### src/rtl/mult_div_unit.sv
// ----------------------------------------------------------------------------
// mult_div_unit
//
// Iterative multiply/divide unit that sits beside the ALU in the execute
// stage and owns the architectural HI/LO registers.
//
// MULT/MULTU use shift-add and DIV/DIVU use restoring division. Both retire
// one bit per cycle on operand magnitudes. A final FIX cycle applies the sign
// correction and writes HI/LO. MTHI/MTLO write HI/LO directly, but only while
// the unit is idle.
//
// Ports:
//   i_clk       system clock, all state changes on the rising edge
//   i_reset     synchronous active-high reset
//   i_start     launch an operation (sampled only when idle)
//   i_op        00 MULT, 01 MULTU, 10 DIV, 11 DIVU
//   i_in1       rs data: multiplicand or dividend
//   i_in2       rt data: multiplier or divisor
//   i_hi_write  MTHI strobe: hi <= i_wdata
//   i_lo_write  MTLO strobe: lo <= i_wdata
//   i_wdata     rs data for MTHI/MTLO
//   o_busy      operation in progress, issue must stall
//   o_done      one-cycle pulse: HI/LO now hold the new result
//   o_hi        HI register (product upper half or remainder)
//   o_lo        LO register (product lower half or quotient)
// ----------------------------------------------------------------------------
module mult_div_unit #(
    parameter int WIDTH = 32,
    parameter int CNT_W = 5
) (
    input  logic             i_clk,
    input  logic             i_reset,
    input  logic             i_start,
    input  logic [1:0]       i_op,
    input  logic [WIDTH-1:0] i_in1,
    input  logic [WIDTH-1:0] i_in2,
    input  logic             i_hi_write,
    input  logic             i_lo_write,
    input  logic [WIDTH-1:0] i_wdata,
    output logic             o_busy,
    output logic             o_done,
    output logic [WIDTH-1:0] o_hi,
    output logic [WIDTH-1:0] o_lo
);

    typedef enum logic [1:0] {
        S_IDLE = 2'd0,
        S_RUN  = 2'd1,
        S_FIX  = 2'd2
    } state_t;

    localparam logic [WIDTH-1:0]   ONE_W  = WIDTH'(1);
    localparam logic [2*WIDTH-1:0] ONE_2W = (2*WIDTH)'(1);
    localparam logic [CNT_W-1:0]   LAST   = CNT_W'(WIDTH - 1);

    state_t r_state;
    state_t w_nextState;

    logic [CNT_W-1:0] r_cnt;
    logic             r_isDiv;
    logic             r_negRes;
    logic             r_negRem;
    logic             r_divZero;
    logic [WIDTH-1:0] r_orig1;
    logic [WIDTH-1:0] r_opnd;
    logic [WIDTH-1:0] r_hiAcc;
    logic [WIDTH-1:0] r_loAcc;
    logic [WIDTH-1:0] r_hi;
    logic [WIDTH-1:0] r_lo;
    logic             r_done;

    // Operand sign/magnitude decode. Negating 0x80000000 gives the same bit
    // pattern back, which read as unsigned is exactly 2^31.
    logic             w_isSigned;
    logic             w_neg1;
    logic             w_neg2;
    logic [WIDTH-1:0] w_mag1;
    logic [WIDTH-1:0] w_mag2;

    assign w_isSigned = ~i_op[0];
    assign w_neg1     = w_isSigned & i_in1[WIDTH-1];
    assign w_neg2     = w_isSigned & i_in2[WIDTH-1];
    assign w_mag1     = w_neg1 ? (~i_in1 + ONE_W) : i_in1;
    assign w_mag2     = w_neg2 ? (~i_in2 + ONE_W) : i_in2;

    // Multiply step. hiAcc holds the running upper half and loAcc holds the
    // remaining multiplier bits. The carry out of the add is shifted in so
    // that no bit of the product is lost.
    logic [WIDTH:0]   w_mulSum;
    logic [WIDTH:0]   w_mulSel;
    logic [WIDTH-1:0] w_mulHiNext;
    logic [WIDTH-1:0] w_mulLoNext;

    assign w_mulSum    = {1'b0, r_hiAcc} + {1'b0, r_opnd};
    assign w_mulSel    = r_loAcc[0] ? w_mulSum : {1'b0, r_hiAcc};
    assign w_mulHiNext = w_mulSel[WIDTH:1];
    assign w_mulLoNext = {w_mulSel[0], r_loAcc[WIDTH-1:1]};

    // Restoring divide step. hiAcc is the partial remainder and loAcc shifts
    // the dividend out while the quotient shifts in. When the trial
    // subtraction succeeds, the difference always fits in WIDTH bits, so a
    // WIDTH-bit subtract is enough.
    logic [WIDTH:0]   w_shifted;
    logic [WIDTH-1:0] w_diff;
    logic             w_ge;
    logic [WIDTH-1:0] w_divHiNext;
    logic [WIDTH-1:0] w_divLoNext;

    assign w_shifted   = {r_hiAcc, r_loAcc[WIDTH-1]};
    assign w_diff      = w_shifted[WIDTH-1:0] - r_opnd;
    assign w_ge        = (w_shifted >= {1'b0, r_opnd});
    assign w_divHiNext = w_ge ? w_diff : w_shifted[WIDTH-1:0];
    assign w_divLoNext = {r_loAcc[WIDTH-2:0], w_ge};

    // Sign correction for the FIX cycle. Division by zero bypasses the
    // magnitude path and returns all-ones plus the untouched dividend.
    logic [2*WIDTH-1:0] w_prod;
    logic [2*WIDTH-1:0] w_prodFix;
    logic [WIDTH-1:0]   w_resHi;
    logic [WIDTH-1:0]   w_resLo;

    assign w_prod    = {r_hiAcc, r_loAcc};
    assign w_prodFix = r_negRes ? (~w_prod + ONE_2W) : w_prod;

    always_comb begin
        w_resHi = w_prodFix[2*WIDTH-1:WIDTH];
        w_resLo = w_prodFix[WIDTH-1:0];
        if (r_isDiv) begin
            if (r_divZero) begin
                w_resHi = r_orig1;
                w_resLo = '1;
            end else begin
                w_resHi = r_negRem ? (~r_hiAcc + ONE_W) : r_hiAcc;
                w_resLo = r_negRes ? (~r_loAcc + ONE_W) : r_loAcc;
            end
        end
    end

    // State register.
    always_ff @(posedge i_clk) begin
        if (i_reset) begin
            r_state <= S_IDLE;
        end else begin
            r_state <= w_nextState;
        end
    end

    // Next-state logic. RUN lasts exactly WIDTH edges, counted by r_cnt.
    always_comb begin
        w_nextState = r_state;
        case (r_state)
            S_IDLE:  if (i_start) w_nextState = S_RUN;
            S_RUN:   if (r_cnt == LAST) w_nextState = S_FIX;
            S_FIX:   w_nextState = S_IDLE;
            default: w_nextState = S_IDLE;
        endcase
    end

    // Datapath and HI/LO. Starting an operation takes priority over
    // MTHI/MTLO in the same cycle. While busy, HI/LO change only in FIX.
    always_ff @(posedge i_clk) begin
        if (i_reset) begin
            r_cnt     <= '0;
            r_isDiv   <= 1'b0;
            r_negRes  <= 1'b0;
            r_negRem  <= 1'b0;
            r_divZero <= 1'b0;
            r_orig1   <= '0;
            r_opnd    <= '0;
            r_hiAcc   <= '0;
            r_loAcc   <= '0;
            r_hi      <= '0;
            r_lo      <= '0;
            r_done    <= 1'b0;
        end else begin
            r_done <= 1'b0;
            case (r_state)
                S_IDLE: begin
                    if (i_start) begin
                        r_cnt     <= '0;
                        r_isDiv   <= i_op[1];
                        r_negRes  <= w_neg1 ^ w_neg2;
                        r_negRem  <= w_neg1;
                        r_divZero <= (i_in2 == '0);
                        r_orig1   <= i_in1;
                        r_hiAcc   <= '0;
                        if (i_op[1]) begin
                            r_opnd  <= w_mag2;
                            r_loAcc <= w_mag1;
                        end else begin
                            r_opnd  <= w_mag1;
                            r_loAcc <= w_mag2;
                        end
                    end else begin
                        if (i_hi_write) r_hi <= i_wdata;
                        if (i_lo_write) r_lo <= i_wdata;
                    end
                end
                S_RUN: begin
                    r_cnt <= r_cnt + CNT_W'(1);
                    if (r_isDiv) begin
                        r_hiAcc <= w_divHiNext;
                        r_loAcc <= w_divLoNext;
                    end else begin
                        r_hiAcc <= w_mulHiNext;
                        r_loAcc <= w_mulLoNext;
                    end
                end
                S_FIX: begin
                    r_hi   <= w_resHi;
                    r_lo   <= w_resLo;
                    r_done <= 1'b1;
                end
                default: ;
            endcase
        end
    end

    assign o_busy = (r_state != S_IDLE);
    assign o_done = r_done;
    assign o_hi   = r_hi;
    assign o_lo   = r_lo;

endmodule

### config.mk
export PLATFORM = sky130hd
export DESIGN_NAME = mult_div_unit
export DESIGN_NICKNAME = d
export VERILOG_FILES = /design/src/rtl/mult_div_unit.sv
export SDC_FILE = /design/constraint.sdc
export NUM_CORES = 1
export LEC_CHECK = 0
export BUFFER_PORTS_ARGS = -buffer_cell sky130_fd_sc_hd__buf_2
export CORE_MARGIN = 3
export CORE_UTILIZATION = 48
export DETAILED_ROUTE_END_ITERATION = 16
export GPL_TIMING_DRIVEN = 0
export PLACE_DENSITY_LB_ADDON = 0.15
export SETUP_SLACK_MARGIN = 0.2
export SLEW_MARGIN = 20
export SYNTH_ARGS = -nofsm -noshare
export SYNTH_HDL_FRONTEND = slang
export SYNTH_SLANG_ARGS = --single-unit
### constraint.sdc
create_clock -name i_clk -period 7.2 [get_ports i_clk]
set_clock_uncertainty 0.15 [all_clocks]
set_input_delay 0.72 -clock i_clk [delete_from_list [all_inputs] [get_ports i_clk]]
set_output_delay 0.72 -clock i_clk [all_outputs]
set_load 0.1 [all_outputs]
==> flow_summary.yaml, run 1 <==
pwr:
  p_leak_uw: 0.007313
  peakVddDrop_mv: 0.1822
  power_density_nw_per_um2: 211.5
routing:
  vias: 19020
  drc: 0
  routed_via_density: 6.503
  totalWireLength_microns: 78740
  drt_iter0_drc: 2174
  first_pass_iters: 6
  routedWlPerCell_microns: 26.92
  final_antenna_net_count: 0
sta:
  finalCriticalPeriod_ns: 5.145
  finalSetupTns_ns: 0
  hold_viol_final: 0
  max_clock_freq_mhz: 194.4
  finalCritPeriodShare: 0.7146
  rsz0062_at_grt: "false"
  relSlewSlack: 0.2483
  setup_viol: 0
  worstMarginPinSlew_ns: 1.128
  slew_violations: 0
cells_and_area:
  antenna_cells: 0
  area_growth_pct: 13.72
  drive_gt1_frac: 0.1005
  ff_latch_area_sq_um: 4084
  finalCoreUtilization: 0.5578
  num-nets-final: 2633
  final_common_cell: "nand2_1"
  multi_input_area_sq_um: 11480
  final_cell_mix: "nand2_1 (268), a21oi_1 (245), nor2_1 (220), dfxtp_1 (204), buf_2 (176)"
  nFillCells: 3440
placement:
  numPortBuffers: 167
  hpwl_microns: 62730
  gp_congestion: 1.091
synth:
  mappedNetlistArea_sq_um: 16530
  synth_seq_cells: 204
  ys_async_sr_fraction: 0
  ys_types: 80
  yosysWarnings: 0
  synth-seq-area-share: 0.2470
  syn_area_per_cell_sq_um: 7.302
  synth_fp_nets: 2439
  synthCells: 2264
  ys.flop_type: "dfxtp_1"
  synth_edf_count: 0
clock_network:
  cts_tree: "built"
  clk_pin_slew_ns: 0.06
  cts_hold_buf: 0
  postCtsSetupRepairBufs: 0
  cts_buffers: 25
  cts.sinks: 204
  clock_latency_ns: 0.55
  clockRootBuffer: "clkbuf_16"
  post_cts_resized: 0
  clockBufferDepth: 3
  cts-htree-levels: 1
setup_path:
  start_kind: "flop"
  critPathRequiredTime_ns: 7.52
  rrSetupSlack_ns: 2.05
  path_class: "reg2reg"
  cp_max_fo: 10
  critPathCaptureType: "flop"
  r2r_start: "r_loAcc[0]$_SDFFE_PP0P_"
  arrival_ns: 5.46
  reg2regPathDepth: 14
  reg2reg_to: "o_hi[10]$_SDFFE_PP0P_"
min_path:
  hold_depth: 2
  min_from: "o_lo[9]$_SDFFE_PP0P_"
  hold-path-endpoint: "o_lo[9]$_SDFFE_PP0P_"
  hp-class: "reg2reg"
global_route:
  gr-total-overflow: 0
  grt_pass1_vias: 17830
  track_usage: 0.4130
  grt_pass1_wl_microns: 113200
  antenna_found_initial: 0
  grt_max_degree: 14
floorplanning:
  start_util: 0.4905
  die_w_microns: 191.6
  ios: 169
  rows: 67
  core_area_sq_um: 33700
  die-height_microns: 191.6
  dieArea_sq_um: 36700
run_status:
  run_status: "finished clean"
job:
  cap_viol_max_count: 0
## cell usage after synthesis (14+ instances only)
master	n	area [sq um]
nand3_1	28	140.1
dfxtp_1	204	4084
a21o_1	22	165.2
or3_1	16	100.1
o221ai_1	37	324.1
xnor2_1	116	1016
nand2b_1	23	143.9
o41ai_1	18	157.7
nor2_1	220	825.8
o211ai_1	27	202.7
nand4_1	17	106.4
ha_1	70	875.8
inv_1	67	251.5
nand2_1	268	1006
a211oi_1	111	833.3
mux2i_1	56	560.5
o21ai_1	17	85.08
xor2_1	80	700.7
buf_1	23	86.33
o21ai_0	122	610.6
nor3_1	47	235.2
nor4_1	14	87.58
o31ai_1	29	217.7
a21oi_1	245	1226
nor2b_1	23	143.9
o21a_1	17	127.6
clkbuf_1	153	574.3
## worst max-delay path: stages (launching register included)
cell	delay [ns]
dfxtp_1	0.44
inv_1	0.37
clkbuf_1	0.75
ha_1	0.28
inv_1	0.09
nor4_2	0.57
nand3_1	0.47
or2_1	0.46
clkbuf_1	0.33
o21ai_1	0.24
xnor2_1	0.13
nor2_1	0.06
a211oi_1	0.44
a211oi_1	0.10
nor3_1	0.18
## cell families after synthesis
group,after synthesis,share of synthesized area
buffers and inverters,253,0.05858
AOI/OAI and AO/OA,762,0.2991
muxes,61,0.03731
xor gates and xnor gates,196,0.1038
adders and majority gates,72,0.05540
DFF,204,0.2470
and+or+nand+nor,716,0.1987
## sequential cells by signal (all words and copies together) (netlist names)
register and flops:
o_hi 32, o_lo 32, r_hiAcc 32, r_loAcc 32, r_opnd 32, r_orig1 32, r_cnt 5, r_state 2
o_done 1, r_divZero 1, r_isDiv 1, r_negRem 1, r_negRes 1
## metal layers
| metal | up-vias | global-route usage | wire length, microns |
|---|---|---|---|
| met5 | - | 0 | 0 |
| li1 | 8592 | - | - |
| met4 | 0 | 0.1931 | 4284 |
| met2 | 1149 | 0.6320 | 33840 |
| met1 | 9054 | 0.5364 | 30990 |
| met3 | 225 | 0.1188 | 9618 |
## how the worst max path moves through the flow
stage                     slack, ns  depth (start not counted)                     from                    end
after floorplan                3.87                         13  r_hiAcc[1]$_SDFFE_PP0P_  o_hi[30]$_SDFFE_PP0P_
after global placement         2.45                         14  r_loAcc[0]$_SDFFE_PP0P_  o_hi[10]$_SDFFE_PP0P_
after detailed placement       2.39                         14  r_loAcc[0]$_SDFFE_PP0P_  o_hi[10]$_SDFFE_PP0P_
after CTS                      2.36                         14  r_loAcc[0]$_SDFFE_PP0P_  o_hi[10]$_SDFFE_PP0P_
after global routing           2.16                         14  r_loAcc[0]$_SDFFE_PP0P_  o_hi[10]$_SDFFE_PP0P_
final                          2.05                         14  r_loAcc[0]$_SDFFE_PP0P_  o_hi[10]$_SDFFE_PP0P_
## power by group
group / internal [uW] / switching [uW]
Clock: 788 / 568
Sequential: 1200 / 101
Combinational: 397 / 922
Total: 2390 / 1590
## stage by stage
stage                     hold WS (ns)  setup WS (ns)  instances  area [sq um]  total power, uW
final                           0.2975          2.055       2925         18800             3976
after floorplan                 0.2787          3.869       2264         16530             2159
after detailed placement        0.2913          2.389       2879         17930             2589
after CTS                       0.3002          2.362       2925         18800             3920
after global routing            0.3197          2.165       2925         18800             4093
after global placement          0.2922          2.448       2879         17930             2574
## layout make-up
class	instances	area share
Buffer	186	0.03814
Clock buffer	30	0.03587
Clock inverter	16	0.01052
Inverter	67	0.01338
Multi-Input combinational cell	1807	0.6106
Sequential cell	204	0.2172
Tap cell	448	0.02982
Timing Repair Buffer	167	0.04446
No activity file was read; power rests on OpenSTA's default activity.
==> run 2: changes to the inputs <==
clock period = 5.2 ns   (was 7.2 ns; I/O delays follow)
==> flow_summary.yaml, run 2 (synthesis gave the netlist of run 1 again) <==
run_status:
  run_status: "finished clean"
routing:
  drt_iter0_drc: 2146
  drc: 0
  final_antenna_net_count: 0
  totalWireLength_microns: 78570
  vias: 18950
  first_pass_iters: 8
  routed_via_density: 6.479
  routedWlPerCell_microns: 26.86
setup_path:
  critPathRequiredTime_ns: 5.52
  reg2regPathDepth: 14
  arrival_ns: 5.08
  path_class: "reg2reg"
  r2r_start: "r_loAcc[0]$_SDFFE_PP0P_"
  cp_max_fo: 10
  critPathCaptureType: "flop"
  start_kind: "flop"
  reg2reg_to: "o_hi[10]$_SDFFE_PP0P_"
  rrSetupSlack_ns: 0.44
placement:
  hpwl_microns: 62730
  numPortBuffers: 167
  gp_congestion: 1.091
  place_inst: 2879
sta:
  worstMarginPinSlew_ns: 1.121
  slew_violations: 0
  finalCriticalPeriod_ns: 4.759
  setup_viol: 0
  finalCritPeriodShare: 0.9152
  fin_hold_ws_ns: 0.1090
  relSlewSlack: 0.2526
  max_clock_freq_mhz: 210.1
  hold_viol_final: 0
  rsz0062_at_grt: "false"
  finalSetupTns_ns: 0
global_route:
  grt_pass1_vias: 17830
  grt_max_degree: 14
  antenna_found_initial: 0
  track_usage: 0.4130
  gr-total-overflow: 0
  grt_pass1_wl_microns: 113200
floorplanning:
  start_util: 0.4905
  rows: 67
  ios: 169
  dieArea_sq_um: 36700
  core_area_sq_um: 33700
  die_w_microns: 191.6
  die-height_microns: 191.6
clock_network:
  cts_hold_buf: 0
  cts-htree-levels: 1
  cts_tree: "built"
  clock_latency_ns: 0.56
  clockBufferDepth: 3
  cts.sinks: 204
  clk_pin_slew_ns: 0.06
  postCtsSetupRepairBufs: 0
  cts_buffers: 25
  clockRootBuffer: "clkbuf_16"
  post_cts_resized: 0
cells_and_area:
  drive_gt1_frac: 0.1009
  final_common_cell: "nand2_1"
  final-instance-count-excl-fill: 2925
  multi_input_area_sq_um: 11480
  area_growth_pct: 13.73
  ff_latch_area_sq_um: 4084
  nFillCells: 3442
  num-nets-final: 2633
  final_cell_mix: "nand2_1 (268), a21oi_1 (245), nor2_1 (220), dfxtp_1 (204), buf_2 (176)"
  antenna_cells: 0
min_path:
  min_from: "i_in1[16]"
  hold_depth: 3
  hp-class: "in2reg"
  hold-path-endpoint: "r_orig1[16]$_SDFFE_PP0P_"
pwr:
  pwr-share-comb: 0.332
  p_int_uw: 3303
  p_leak_uw: 0.007316
  switching_share: 0.3997
  p_seq_frac: 0.328
  peakVddDrop_mv: 0.2523
  p_clk_frac: 0.341
  power_density_nw_per_um2: 292.6
  netSwitchingPower_uw: 2199
job:
  cap_viol_max_count: 0
[run 2: cell type report]
| cell class | instances | area share |
|---|---|---|
| timing repair buffer | 167 | 0.04446 |
| clock buffer | 30 | 0.03587 |
| inverter | 67 | 0.01338 |
| multi-input combinational | 1807 | 0.6105 |
| tap | 448 | 0.02982 |
| clock inverter | 16 | 0.01052 |
| sequential | 204 | 0.2172 |
| buffer | 186 | 0.03820 |
[run 2: power by group through the flow]
stage / Sequential (uW) / Combinational, uW / Clock [uW]
2_1_floorplan: 1950 / 1040 / 0
3_3_place_gp: 1820 / 1740 / 0
3_5_place_dp: 1820 / 1760 / 0
4_1_cts: 1790 / 1770 / 1870
5_1_grt: 1800 / 1940 / 1920
6_report: 1800 / 1820 / 1870
[run 2: through the flow]
| step | util | worst slack, ns | power [uW] | cell area, sq um |
|---|---|---|---|---|
| 4_1_cts | 0.5578 | 0.3622 | 5428 | 18800 |
| 5_1_grt | 0.5579 | 0.4897 | 5667 | 18800 |
| 2_1_floorplan | - | 1.869 | 2989 | 16530 |
| 3_5_place_dp | 0.5320 | 0.3894 | 3584 | 17930 |
| 3_3_place_gp | 0.5320 | 0.4477 | 3564 | 17930 |
| 6_report | 0.5579 | 0.4409 | 5502 | 18800 |
[run 2: worst max path at each step]
stage | from | to | slack, ns | depth (start not counted)
after floorplan | r_hiAcc[1]$_SDFFE_PP0P_ | o_hi[30]$_SDFFE_PP0P_ | 1.87 | 13
after global placement | r_loAcc[0]$_SDFFE_PP0P_ | o_hi[10]$_SDFFE_PP0P_ | 0.45 | 14
after detailed placement | r_loAcc[0]$_SDFFE_PP0P_ | o_hi[10]$_SDFFE_PP0P_ | 0.39 | 14
after CTS | r_loAcc[0]$_SDFFE_PP0P_ | o_hi[10]$_SDFFE_PP0P_ | 0.36 | 14
after global routing | r_loAcc[0]$_SDFFE_PP0P_ | o_hi[10]$_SDFFE_PP0P_ | 0.49 | 14
final | r_loAcc[0]$_SDFFE_PP0P_ | o_hi[10]$_SDFFE_PP0P_ | 0.44 | 14
[run 2: layer usage]
layer,vias up,GRT usage,routed length [microns]
met5,-,0,0
met4,0,0.1931,4508
met3,256,0.1188,9359
met2,1156,0.6320,33580
met1,8954,0.5364,31120
li1,8586,-,-
[run 2: critical path, cell delays in order (launching register included)]
cell	delay (ns)
dfxtp_1	0.44
inv_1	0.36
clkbuf_2	0.46
ha_1	0.23
inv_1	0.09
nor4_2	0.56
nand3_1	0.45
or2_1	0.45
clkbuf_1	0.33
o21ai_1	0.24
xnor2_1	0.13
nor2_1	0.06
a211oi_1	0.44
a211oi_1	0.10
nor3_1	0.18
